`src/rtl/uart_pkg.sv`:
```
// uart_pkg: shared constants for the UART blocks.
//   - register word addresses (bus data_addr[3:2])
//   - status word bit positions
//   - transmitter FSM state encoding
package uart_pkg;

  localparam logic [1:0] UART_TX_DATA = 2'd0;
  localparam logic [1:0] UART_STATUS  = 2'd1;
  localparam logic [1:0] UART_CTRL    = 2'd2;

  localparam int ST_EMPTY   = 0;
  localparam int ST_FULL    = 1;
  localparam int ST_BUSY    = 2;
  localparam int ST_OVF     = 3;
  localparam int ST_CNT_LSB = 8;

  typedef enum logic [1:0] {
    IDLE  = 2'd0,
    START = 2'd1,
    DATA  = 2'd2,
    STOP  = 2'd3
  } tx_state_e;

endpackage

```
`src/rtl/sync_fifo.sv`:
```
// sync_fifo: single-clock show-ahead FIFO, shared by the TX and RX paths.
// Ports:
//   clk, resetn      clock, async active-low reset
//   push, wdata      write request / data (ignored when full unless popping)
//   pop              read request (ignored when empty); rdata shows the head
//   flush            empties the FIFO on the next edge; wins over push
//   full, empty      occupancy flags
//   count            entries held, $clog2(DEPTH)+1 bits
module sync_fifo #(
  parameter int WIDTH = 8,
  parameter int DEPTH = 16
) (
  input  logic                     clk,
  input  logic                     resetn,
  input  logic                     push,
  input  logic                     pop,
  input  logic                     flush,
  input  logic [WIDTH-1:0]         wdata,
  output logic [WIDTH-1:0]         rdata,
  output logic                     full,
  output logic                     empty,
  output logic [$clog2(DEPTH):0]   count
);

  localparam int AW = $clog2(DEPTH);
  localparam int CW = AW + 1;

  logic [WIDTH-1:0] mem [DEPTH];
  logic [AW-1:0]    wr_ptr, rd_ptr;
  logic             do_push, do_pop;

  assign full    = (count == CW'(DEPTH));
  assign empty   = (count == '0);
  assign do_pop  = pop && !empty;
  // A full FIFO still accepts a byte when the head leaves in the same cycle.
  assign do_push = push && (!full || do_pop);
  assign rdata   = mem[rd_ptr];

  always_ff @(posedge clk or negedge resetn) begin
    if (!resetn) begin
      wr_ptr <= '0;
      rd_ptr <= '0;
      count  <= '0;
    end else if (flush) begin
      wr_ptr <= '0;
      rd_ptr <= '0;
      count  <= '0;
    end else begin
      if (do_push) wr_ptr <= wr_ptr + AW'(1);
      if (do_pop)  rd_ptr <= rd_ptr + AW'(1);
      case ({do_push, do_pop})
        2'b10:   count <= count + CW'(1);
        2'b01:   count <= count - CW'(1);
        default: count <= count;
      endcase
    end
  end

  // Storage needs no reset: nothing is read before it is written.
  always_ff @(posedge clk) begin
    if (do_push && !flush) mem[wr_ptr] <= wdata;
  end

endmodule

```
`src/rtl/uart_tx_buffer.sv`:
```
// uart_tx_buffer: memory-mapped 8N1 UART transmitter with a byte FIFO.
// Ports:
//   clk, resetn   clock, async active-low reset
//   wen, ren      bus write / read strobes (one cycle per access)
//   address       word select: 0 data(wo), 1 status(ro), 2 ctrl(rw), 3 reserved
//   data_in       write data, [7:0] pushed, [0] flush on ctrl
//   data_out      registered read data, updated only on ren
//   uart_tx       serial line, idles high
module uart_tx_buffer
  import uart_pkg::*;
#(
  parameter int CLKS_PER_BIT = 434,
  parameter int FIFO_DEPTH   = 16
) (
  input  logic        clk,
  input  logic        resetn,
  input  logic        wen,
  input  logic        ren,
  input  logic [1:0]  address,
  input  logic [31:0] data_in,
  output logic [31:0] data_out,
  output logic        uart_tx
);

  localparam int CW = $clog2(FIFO_DEPTH) + 1;
  localparam int BW = (CLKS_PER_BIT > 1) ? $clog2(CLKS_PER_BIT) : 1;
  localparam logic [BW-1:0] BAUD_LAST = BW'(CLKS_PER_BIT - 1);

  // Bus decode
  logic push_req, flush_req, stat_rd;
  assign push_req  = wen && (address == UART_TX_DATA);
  assign flush_req = wen && (address == UART_CTRL) && data_in[0];
  assign stat_rd   = ren && (address == UART_STATUS);

  logic unused_data_hi;
  assign unused_data_hi = ^data_in[31:8];

  // FIFO
  logic          fifo_pop, full, empty;
  logic [7:0]    fifo_rdata;
  logic [CW-1:0] count;

  sync_fifo #(.WIDTH(8), .DEPTH(FIFO_DEPTH)) u_fifo (
    .clk    (clk),
    .resetn (resetn),
    .push   (push_req),
    .pop    (fifo_pop),
    .flush  (flush_req),
    .wdata  (data_in[7:0]),
    .rdata  (fifo_rdata),
    .full   (full),
    .empty  (empty),
    .count  (count)
  );

  // Transmitter FSM
  tx_state_e     state_q, state_d;
  logic [BW-1:0] baud_q, baud_d;
  logic [2:0]    bit_q, bit_d;
  logic [7:0]    shift_q, shift_d;
  logic          tx_d, baud_last;

  assign baud_last = (baud_q == BAUD_LAST);

  always_ff @(posedge clk or negedge resetn) begin
    if (!resetn) begin
      state_q <= IDLE;
      baud_q  <= '0;
      bit_q   <= '0;
      shift_q <= '0;
      uart_tx <= 1'b1;
    end else begin
      state_q <= state_d;
      baud_q  <= baud_d;
      bit_q   <= bit_d;
      shift_q <= shift_d;
      uart_tx <= tx_d;
    end
  end

  // tx_d is decoded from the current state and registered, so the line
  // trails the state by one cycle and never glitches.
  always_comb begin
    state_d  = state_q;
    baud_d   = baud_q + BW'(1);
    bit_d    = bit_q;
    shift_d  = shift_q;
    fifo_pop = 1'b0;
    tx_d     = 1'b1;
    case (state_q)
      IDLE: begin
        baud_d = '0;
        bit_d  = '0;
        if (!empty) begin
          fifo_pop = 1'b1;
          shift_d  = fifo_rdata;
          state_d  = START;
        end
      end
      START: begin
        tx_d = 1'b0;
        if (baud_last) begin
          baud_d  = '0;
          bit_d   = '0;
          state_d = DATA;
        end
      end
      DATA: begin
        tx_d = shift_q[bit_q];
        if (baud_last) begin
          baud_d = '0;
          if (bit_q == 3'd7) state_d = STOP;
          else               bit_d   = bit_q + 3'd1;
        end
      end
      STOP: begin
        tx_d = 1'b1;
        if (baud_last) begin
          baud_d  = '0;
          state_d = IDLE;
        end
      end
      default: state_d = IDLE;
    endcase
  end

  // Overflow flag and read mux
  logic        ovf_q, ovf_set;
  logic [31:0] rd_word;

  // A pushed byte is lost only when full with no pop making room; a flush
  // discards it anyway, so that is not counted as an overflow.
  assign ovf_set = push_req && full && !fifo_pop && !flush_req;

  always_comb begin
    rd_word = '0;
    if (address == UART_STATUS) begin
      rd_word[ST_EMPTY]                 = empty;
      rd_word[ST_FULL]                  = full;
      rd_word[ST_BUSY]                  = (state_q != IDLE);
      rd_word[ST_OVF]                   = ovf_q;
      rd_word[ST_CNT_LSB+7:ST_CNT_LSB]  = 8'(count);
    end
  end

  always_ff @(posedge clk or negedge resetn) begin
    if (!resetn) begin
      ovf_q    <= 1'b0;
      data_out <= '0;
    end else begin
      // A fresh overflow beats the clear-on-read.
      ovf_q <= ovf_set || (ovf_q && !stat_rd);
      if (ren) data_out <= rd_word;
    end
  end

endmodule

```
`config.mk`:
```
export PLATFORM = sky130hd
export DESIGN_NAME = uart_tx_buffer
export DESIGN_NICKNAME = d
export VERILOG_FILES = /design/src/rtl/uart_pkg.sv /design/src/rtl/sync_fifo.sv /design/src/rtl/uart_tx_buffer.sv
export SDC_FILE = /design/constraint.sdc
export NUM_CORES = 1
export LEC_CHECK = 0
export CAP_MARGIN = 0
export CORE_AREA = 2 2 141 143
export DETAILED_ROUTE_END_ITERATION = 10
export DIE_AREA = 0 0 143 145
export PLACE_DENSITY = 0.55
export SKIP_LAST_GASP = 1
export SLEW_MARGIN = 15
export SYNTH_ARGS = -nofsm -noshare
export SYNTH_HDL_FRONTEND = slang
export SYNTH_SLANG_ARGS = --single-unit
```
`constraint.sdc`:
```
create_clock -name clk -period 6.1 [get_ports clk]
set_input_delay 0.915 -clock clk [delete_from_list [all_inputs] [get_ports clk]]
set_output_delay 0.915 -clock clk [all_outputs]
set_load 0.03 [all_outputs]
```
### Yosys cells after proc, flatten, opt, wreduce, memory -nomap -nowiden

Memories as Yosys holds them, arrays and structs flattened. A register that Yosys moved wholly into a read port is not among the register bits.
Cells that the tools add are included.

| storage, ports and cells | value |
|---|---|
| bits in registers | 41 |
| memories kept | 1 |
| output and inout bits | 33 |
| bits in writable memories | 128 |

Memories:

| name | words | bits a word | read ports | clocked after Yosys merged registers in | write ports | RTL line | RTL |
|---|---|---|---|---|---|---|---|
| u_fifo.mem | 16 | 8 | 1 | 1 | 1 | sync_fifo.sv:28 | `logic [WIDTH-1:0] mem [DEPTH];` |

| operators by class | value |
|---|---|
| reductions and logical operators | 31 |
| bitwise operators | 1 |
| add/subtract/negate cells | 6 |
| order comparisons | 1 |
| muxes and demuxes | 27 |
| eq/ne operators | 16 |

Operators with widths:

| operator | number |
|---|---|
| $mux 4 | 5 |
| $pmux 9 s2 | 1 |
| $ne 2x2->1 const B | 6 |
| $logic_and 1x1->1 | 11 |
| $mux 2 | 5 |
| $mux 5 | 2 |
| $pmux 5 s2 | 1 |
| $add 9x1->9 const B | 1 |
| $eq 9x9->1 const B | 1 |
| $mux 3 | 3 |
| $mux 9 | 1 |
| $pmux 3 s3 | 1 |
| $add 4x1->4 const B | 2 |
| $eq 2x2->1 const B | 4 |
| $pmux 2 s4 | 1 |
| $eq 2x1->1 const B | 3 |
| $logic_not 1->1 | 6 |
| $reduce_bool 2->1 | 3 |
| $reduce_bool 3->1 | 2 |
| $add 5x1->5 const B | 1 |
| $eq 5x5->1 const B | 1 |
| $logic_not 5->1 | 1 |
| $mux 1 | 5 |
| $reduce_and 5->1 | 1 |
| 12 further kinds | 14 |

### Logic depth before layout (Yosys ltp)

| logic depth | value |
|---|---|
| depth after elaboration | 9 |
| mapped depth | 10 |
| gate-level depth less buffers | 9 |

### Cells and area by module

A second synthesis with hierarchy kept.

| unflattened totals | value |
|---|---|
| cell total of the unflattened synthesis | 459 |
| area, all modules | 7567.3 um^2 |

By module, submodules not included:

| module | area each (um^2) | sequential area each (um^2) | cells an instance | instances |
|---|---|---|---|---|
| sync_fifo | 5784.3 | 4169.0 | 291 | 1 |
| uart_tx_buffer | 1783.0 | 827.0 | 168 | 1 |

### Least setup slack after synthesis

No wires, ideal clock.

| timing path | value |
|---|---|
| path kind | input -> register |
| start point | input address[0] |
| end point | register u_fifo.count[4] |
| slack | 3.452 ns |
| setup time | 0.128 ns |
| stages on the path | 8 |
| required time | 5.972 ns |
| arrival time | 2.520 ns |
| path through | or3b_2 o211ai_4 xnor2_1 ha_1 o31a_1 nor3_1 a2bb2oi_1 nand3_1 |

| between the ends | value |
|---|---|
| cells in the longest elaborated chain, start to end | 6 |
| elaborated cells between the ends (all ways) | 11 |
| those cells by class | 3 x eq/ne; 2 x mux; 6 x reduce/logical |

RTL lines:

| element | RTL line | RTL |
|---|---|---|
| start: declaration | uart_tx_buffer.sv:19 | `input logic [1:0] address,` |
| $logic_not 2->1 | uart_tx_buffer.sv:31 | `assign push_req = wen && (address == UART_TX_DATA);` |
| $logic_and 1x1->1 | uart_tx_buffer.sv:31 |  |
| $logic_and 1x1->1 | sync_fifo.sv:36 | `assign do_push = push && (!full \|\| do_pop);` |
| $eq 2x1->1 / $eq 2x2->1 (equally long branches) | sync_fifo.sv:51 | `case ({do_push, do_pop})` |
| $pmux 5 s2 | sync_fifo.sv:51 |  |
| $mux 5 | sync_fifo.sv:44 | `end else if (flush) begin` |
| end signal: assignment | sync_fifo.sv:52 | `2'b10: count <= count + CW'(1);` |
| end signal: assignment | sync_fifo.sv:53 | `2'b01: count <= count - CW'(1);` |
| end signal: assignment | sync_fifo.sv:54 | `default: count <= count;` |
| end: declaration | sync_fifo.sv:22 | `output logic [$clog2(DEPTH):0] count` |

Parallel ways exist; a longest one is shown, timed or not.
A chain may end at the register's enable or synchronous reset.

### Worst setup path in the final report

| timing path | value |
|---|---|
| start point | input address[0] |
| end point | memory u_fifo.mem[5][0], enable pin |

| between the ends | value |
|---|---|
| cells in the longest elaborated chain, start to end | 7 |
| elaborated cells between the ends (all ways) | 10 |
| those cells by class | 1 x eq/ne; 2 x mux; 7 x reduce/logical |

RTL lines:

| element | RTL line | RTL |
|---|---|---|
| $eq 2x2->1 | uart_tx_buffer.sv:32 | `assign flush_req = wen && (address == UART_CTRL) && data_in[0];` |
| $logic_and 1x1->1 (2 in series) | uart_tx_buffer.sv:32 |  |
| $logic_not 1->1 | sync_fifo.sv:61 | `if (do_push && !flush) mem[wr_ptr] <= wdata;` |
| $logic_and 1x1->1 (*) | sync_fifo.sv:61 |  |
| $mux 1 (*) | sync_fifo.sv:61 |  |
| $mux 1 (implied by the code) (*) | sync_fifo.sv:61 |  |
| end: declaration | sync_fifo.sv:28 |  |

Every way passes the cells marked *; elsewhere a longest branch is shown, timed or not.

==> results.cfg <==
[cts]
clock_path_buffers = 2
cts_sinks = 174
cts_max_level = 4
cts_resized = 0
clock_latency_ns = 0.43
cts-hold-fix-buffers = 0
post-cts-setup-buffers = 0
numCtsBuffers = 17
cts.clk_slew.worst_paths_ns = 0.07
cts_tree = done
cts_root_buf = clkbuf_16

[synthesis]
synthTopCellsByArea = edfxtp_1, dfrtp_1, mux4_2
ys_seq_area_share_pct = 65.7
synth_edf_count = 128
yosys.area.top_type_share_pct = 50.5
ys_async_sr_fraction_pct = 26.4
synth.avg_cell_area_sq_um = 15.9
ys_ff_latch = 174
synth_warnings = 0
synth_cell_types = 60
syn_area_sq_um = 7610
synth_top_area_cell = edfxtp_1
syn_inst = 478
ys.flop_type = edfxtp_1

[pwr]
netSwitchingPower_mw = 1.20
seqPwrFrac_pct = 42.9
powerDensity_nw_per_um2 = 421
power.leakage_nw = 2.98
swShare_pct = 33.3
ir_drop_mv = 0.241
clockPowerShare_pct = 29.6
p_comb_share_pct = 27.5
power_mw = 3.61
p_int_mw = 2.41

[worst_setup_path]
crit_top_cell = nor3b_1
path_delay_family = simple AND/OR/NAND/NOR gates
startpoint = address[0]
cp_num_cells = 5
r2r_slack_ns = 3.37
path_cells = clkdlybuf4s50_1 -> nor3b_1 -> o21ai_2 -> nor3b_1 -> and2_1
cpPeakStageDelay_ns = 0.72
reg2regPathDepth = 6
cp-start-kind = input port
r2r-start = state_q[0]
crit_arrival_ns = 3.36
crit_path_end = u_fifo.mem[5][0]
slowest_stage = nor3b_1
path_buf_inv = 1
r2r_end = u_fifo.mem[5][0]
crit_type = in -> reg
critPathMaxFanout = 9
cp.required_ns = 6.17
cp-end-kind = register

[sta]
finalCritPeriodShare_pct = 53.8
rsz0062_at_grt = no
fin_crit_ns = 3.28
finalMaxSlewViolations = 0
fin_ws_ns = 2.82
finalSetupTns_ns = 0
setup_viol = 0
hold_viol = 0
fin_skew_ns = 0.0113
slew_headroom_pct = 39.6
worst_pin_slew_ns = 0.906
max_freq_ghz = 0.305

[cells_and_area]
num_antenna_cells = 0
area_growth_pct = 12.6
post_route_cells_drive_above_1_share_pct = 18.2
finalNetCount = 551

[route]
drtIter0Drc = 322
dr.pass1.iters = 4
vias = 4004
drc_errors = 0
vias_per_cell = 5.17
detail-route-antenna-nets = 0
avgRoutedWirePerCell_um = 19.1
routed_wl_um = 14800

[placement]
port_buffers = 23
pre_cts_ws_ns = 2.39
dp_hpwl_um = 9240
routabilityCongestion = 0.747

[floorplan]
core_sq_um = 19200
rows = 51
die_h_um = 145
die-area_sq_um = 20700
start_util_pct = 39.6
dieWidth_um = 143
io_pins = 71

[grt]
grt_max_degree = 47
antenna_found_initial = 0
grt.overflow.total = 0
grt_pass1_vias = 4090
grt_first_pass_wirelength_um = 23500
grt.total_usage_pct = 15.3

[worst_hold_path]
hold_class = in -> async

[status]
status = finished, final reports clean

[run]
cap_viol_max_count = 0
cell usage in the layout (no fill, tap or decap), drive strengths merged, types with 5 or more instances in the layout:
cell,n
nand2b,5
mux4,34
edfxtp,128
a21oi,11
clkbuf,17
dfrtp,45
o21ai,13
ha,16
xnor2,6
clkdlybuf4s50,22
mux2,11
clkinv,7
nor3,7
nand2,12
o22ai,18
nor2,23
xor2,5
and2,14
mux2i,7
nand3,8
inv,23
conb,23
layout make-up:
cell class | count | area (sq um)
Clock buffer | 17 | 425
Clock inverter | 15 | 171
Fill cell | 1667 | 10600
Inverter | 17 | 63.8
Multi-Input combinational cell | 263 | 2340
Sequential cell | 174 | 5000
Tap cell | 265 | 332
Timing Repair Buffer | 24 | 235
sequential cells by signal (all words and copies together), names as in the netlist:
signal and flops:
shift_q 8, bit_q 3, u_fifo.rd_ptr 4, u_fifo.count 5, ovf_q 1, uart_tx 1
u_fifo.wr_ptr 4, u_fifo.mem 128, baud_q 9, state_q 2, data_out 9
layer usage:
layer,wire (um),vias up,track usage [%]
met3,478,14,3.27
met4,221,0,4.80
li1,-,1837,-
met1,6960,2067,21.4
met2,7120,86,24.0
met5,0,-,0
through the flow:
step / utilization (%) / hold slack [ns] / area (sq um) / std cells
after floorplan: - / 0.451 / 7690 / 500
after CTS: 44.6 / 0.493 / 8560 / 775
after global routing: 44.6 / 0.519 / 8570 / 775
after global placement: 41.5 / 0.472 / 7970 / 743
after detailed placement: 41.5 / 0.484 / 7970 / 743
final: 44.6 / 0.481 / 8570 / 775
worst register-to-register path, cell delays in order, from the launching register on:
cell and delay, ns:
dfrtp_1 0.41, inv_1 0.13, ha_1 0.50, nand2b_1 0.27, o21ai_2 0.16, nor3b_1 0.41
and2_1 0.49
cells in the mapped netlist (all sizes together) (2+ instances only):
| master | instances |
|---|---|
| nor4 | 2 |
| o21a | 3 |
| nor4b | 2 |
| a22o | 4 |
| mux2i | 7 |
| nor3 | 7 |
| and4b | 2 |
| inv | 17 |
| nor2 | 23 |
| nand3 | 8 |
| a21oi | 11 |
| clkbuf | 11 |
| nand3b | 2 |
| ha | 16 |
| xor2 | 5 |
| o211ai | 4 |
| nand2b | 5 |
| dfrtp | 45 |
| o21ai | 13 |
| mux2 | 11 |
| o31ai | 2 |
| and3 | 2 |
| xnor2 | 6 |
| and2 | 14 |
| and4 | 4 |
| nand2 | 12 |
| nand4 | 2 |
| buf | 35 |
| o22ai | 18 |
| nor3b | 3 |
| mux4 | 34 |
| a31oi | 2 |
| edfxtp | 128 |
cell families after synthesis:
| family | after synthesis | synth area share, % |
|---|---|---|
| fa+ha+maj | 16 | 2.63 |
| compound gates | 66 | 5.98 |
| other cells | 1 | 0.0493 |
| xor+xnor | 11 | 1.27 |
| flops | 174 | 65.7 |
| mux | 52 | 12.6 |
| simple gates | 95 | 7.12 |
| buf+inv | 63 | 4.69 |
how the worst min path moves through the flow:
stage                          from           end  slack [ns]  cells after the start
final                        resetn  data_out[11]        0.48                      1
after floorplan               ovf_q   data_out[3]        0.45                      2
after detailed placement  baud_q[0]     baud_q[0]        0.48                      1
after global placement    baud_q[0]     baud_q[0]        0.47                      1
after CTS                 baud_q[0]     baud_q[0]        0.49                      1
after global routing         resetn  data_out[11]        0.52                      1
power by group through the flow:
| stage | registers, mW | clock network [mW] | logic (mW) |
|---|---|---|---|
| 3_5_place_dp | 1.57 | 0 | 0.999 |
| 3_3_place_gp | 1.57 | 0 | 0.984 |
| 5_1_grt | 1.57 | 1.13 | 1.10 |
| 2_1_floorplan | 1.48 | 0 | 0.851 |
| 6_report | 1.55 | 1.07 | 0.994 |
| 4_1_cts | 1.55 | 1.09 | 1.01 |
Power figures use the tool's default switching activity.
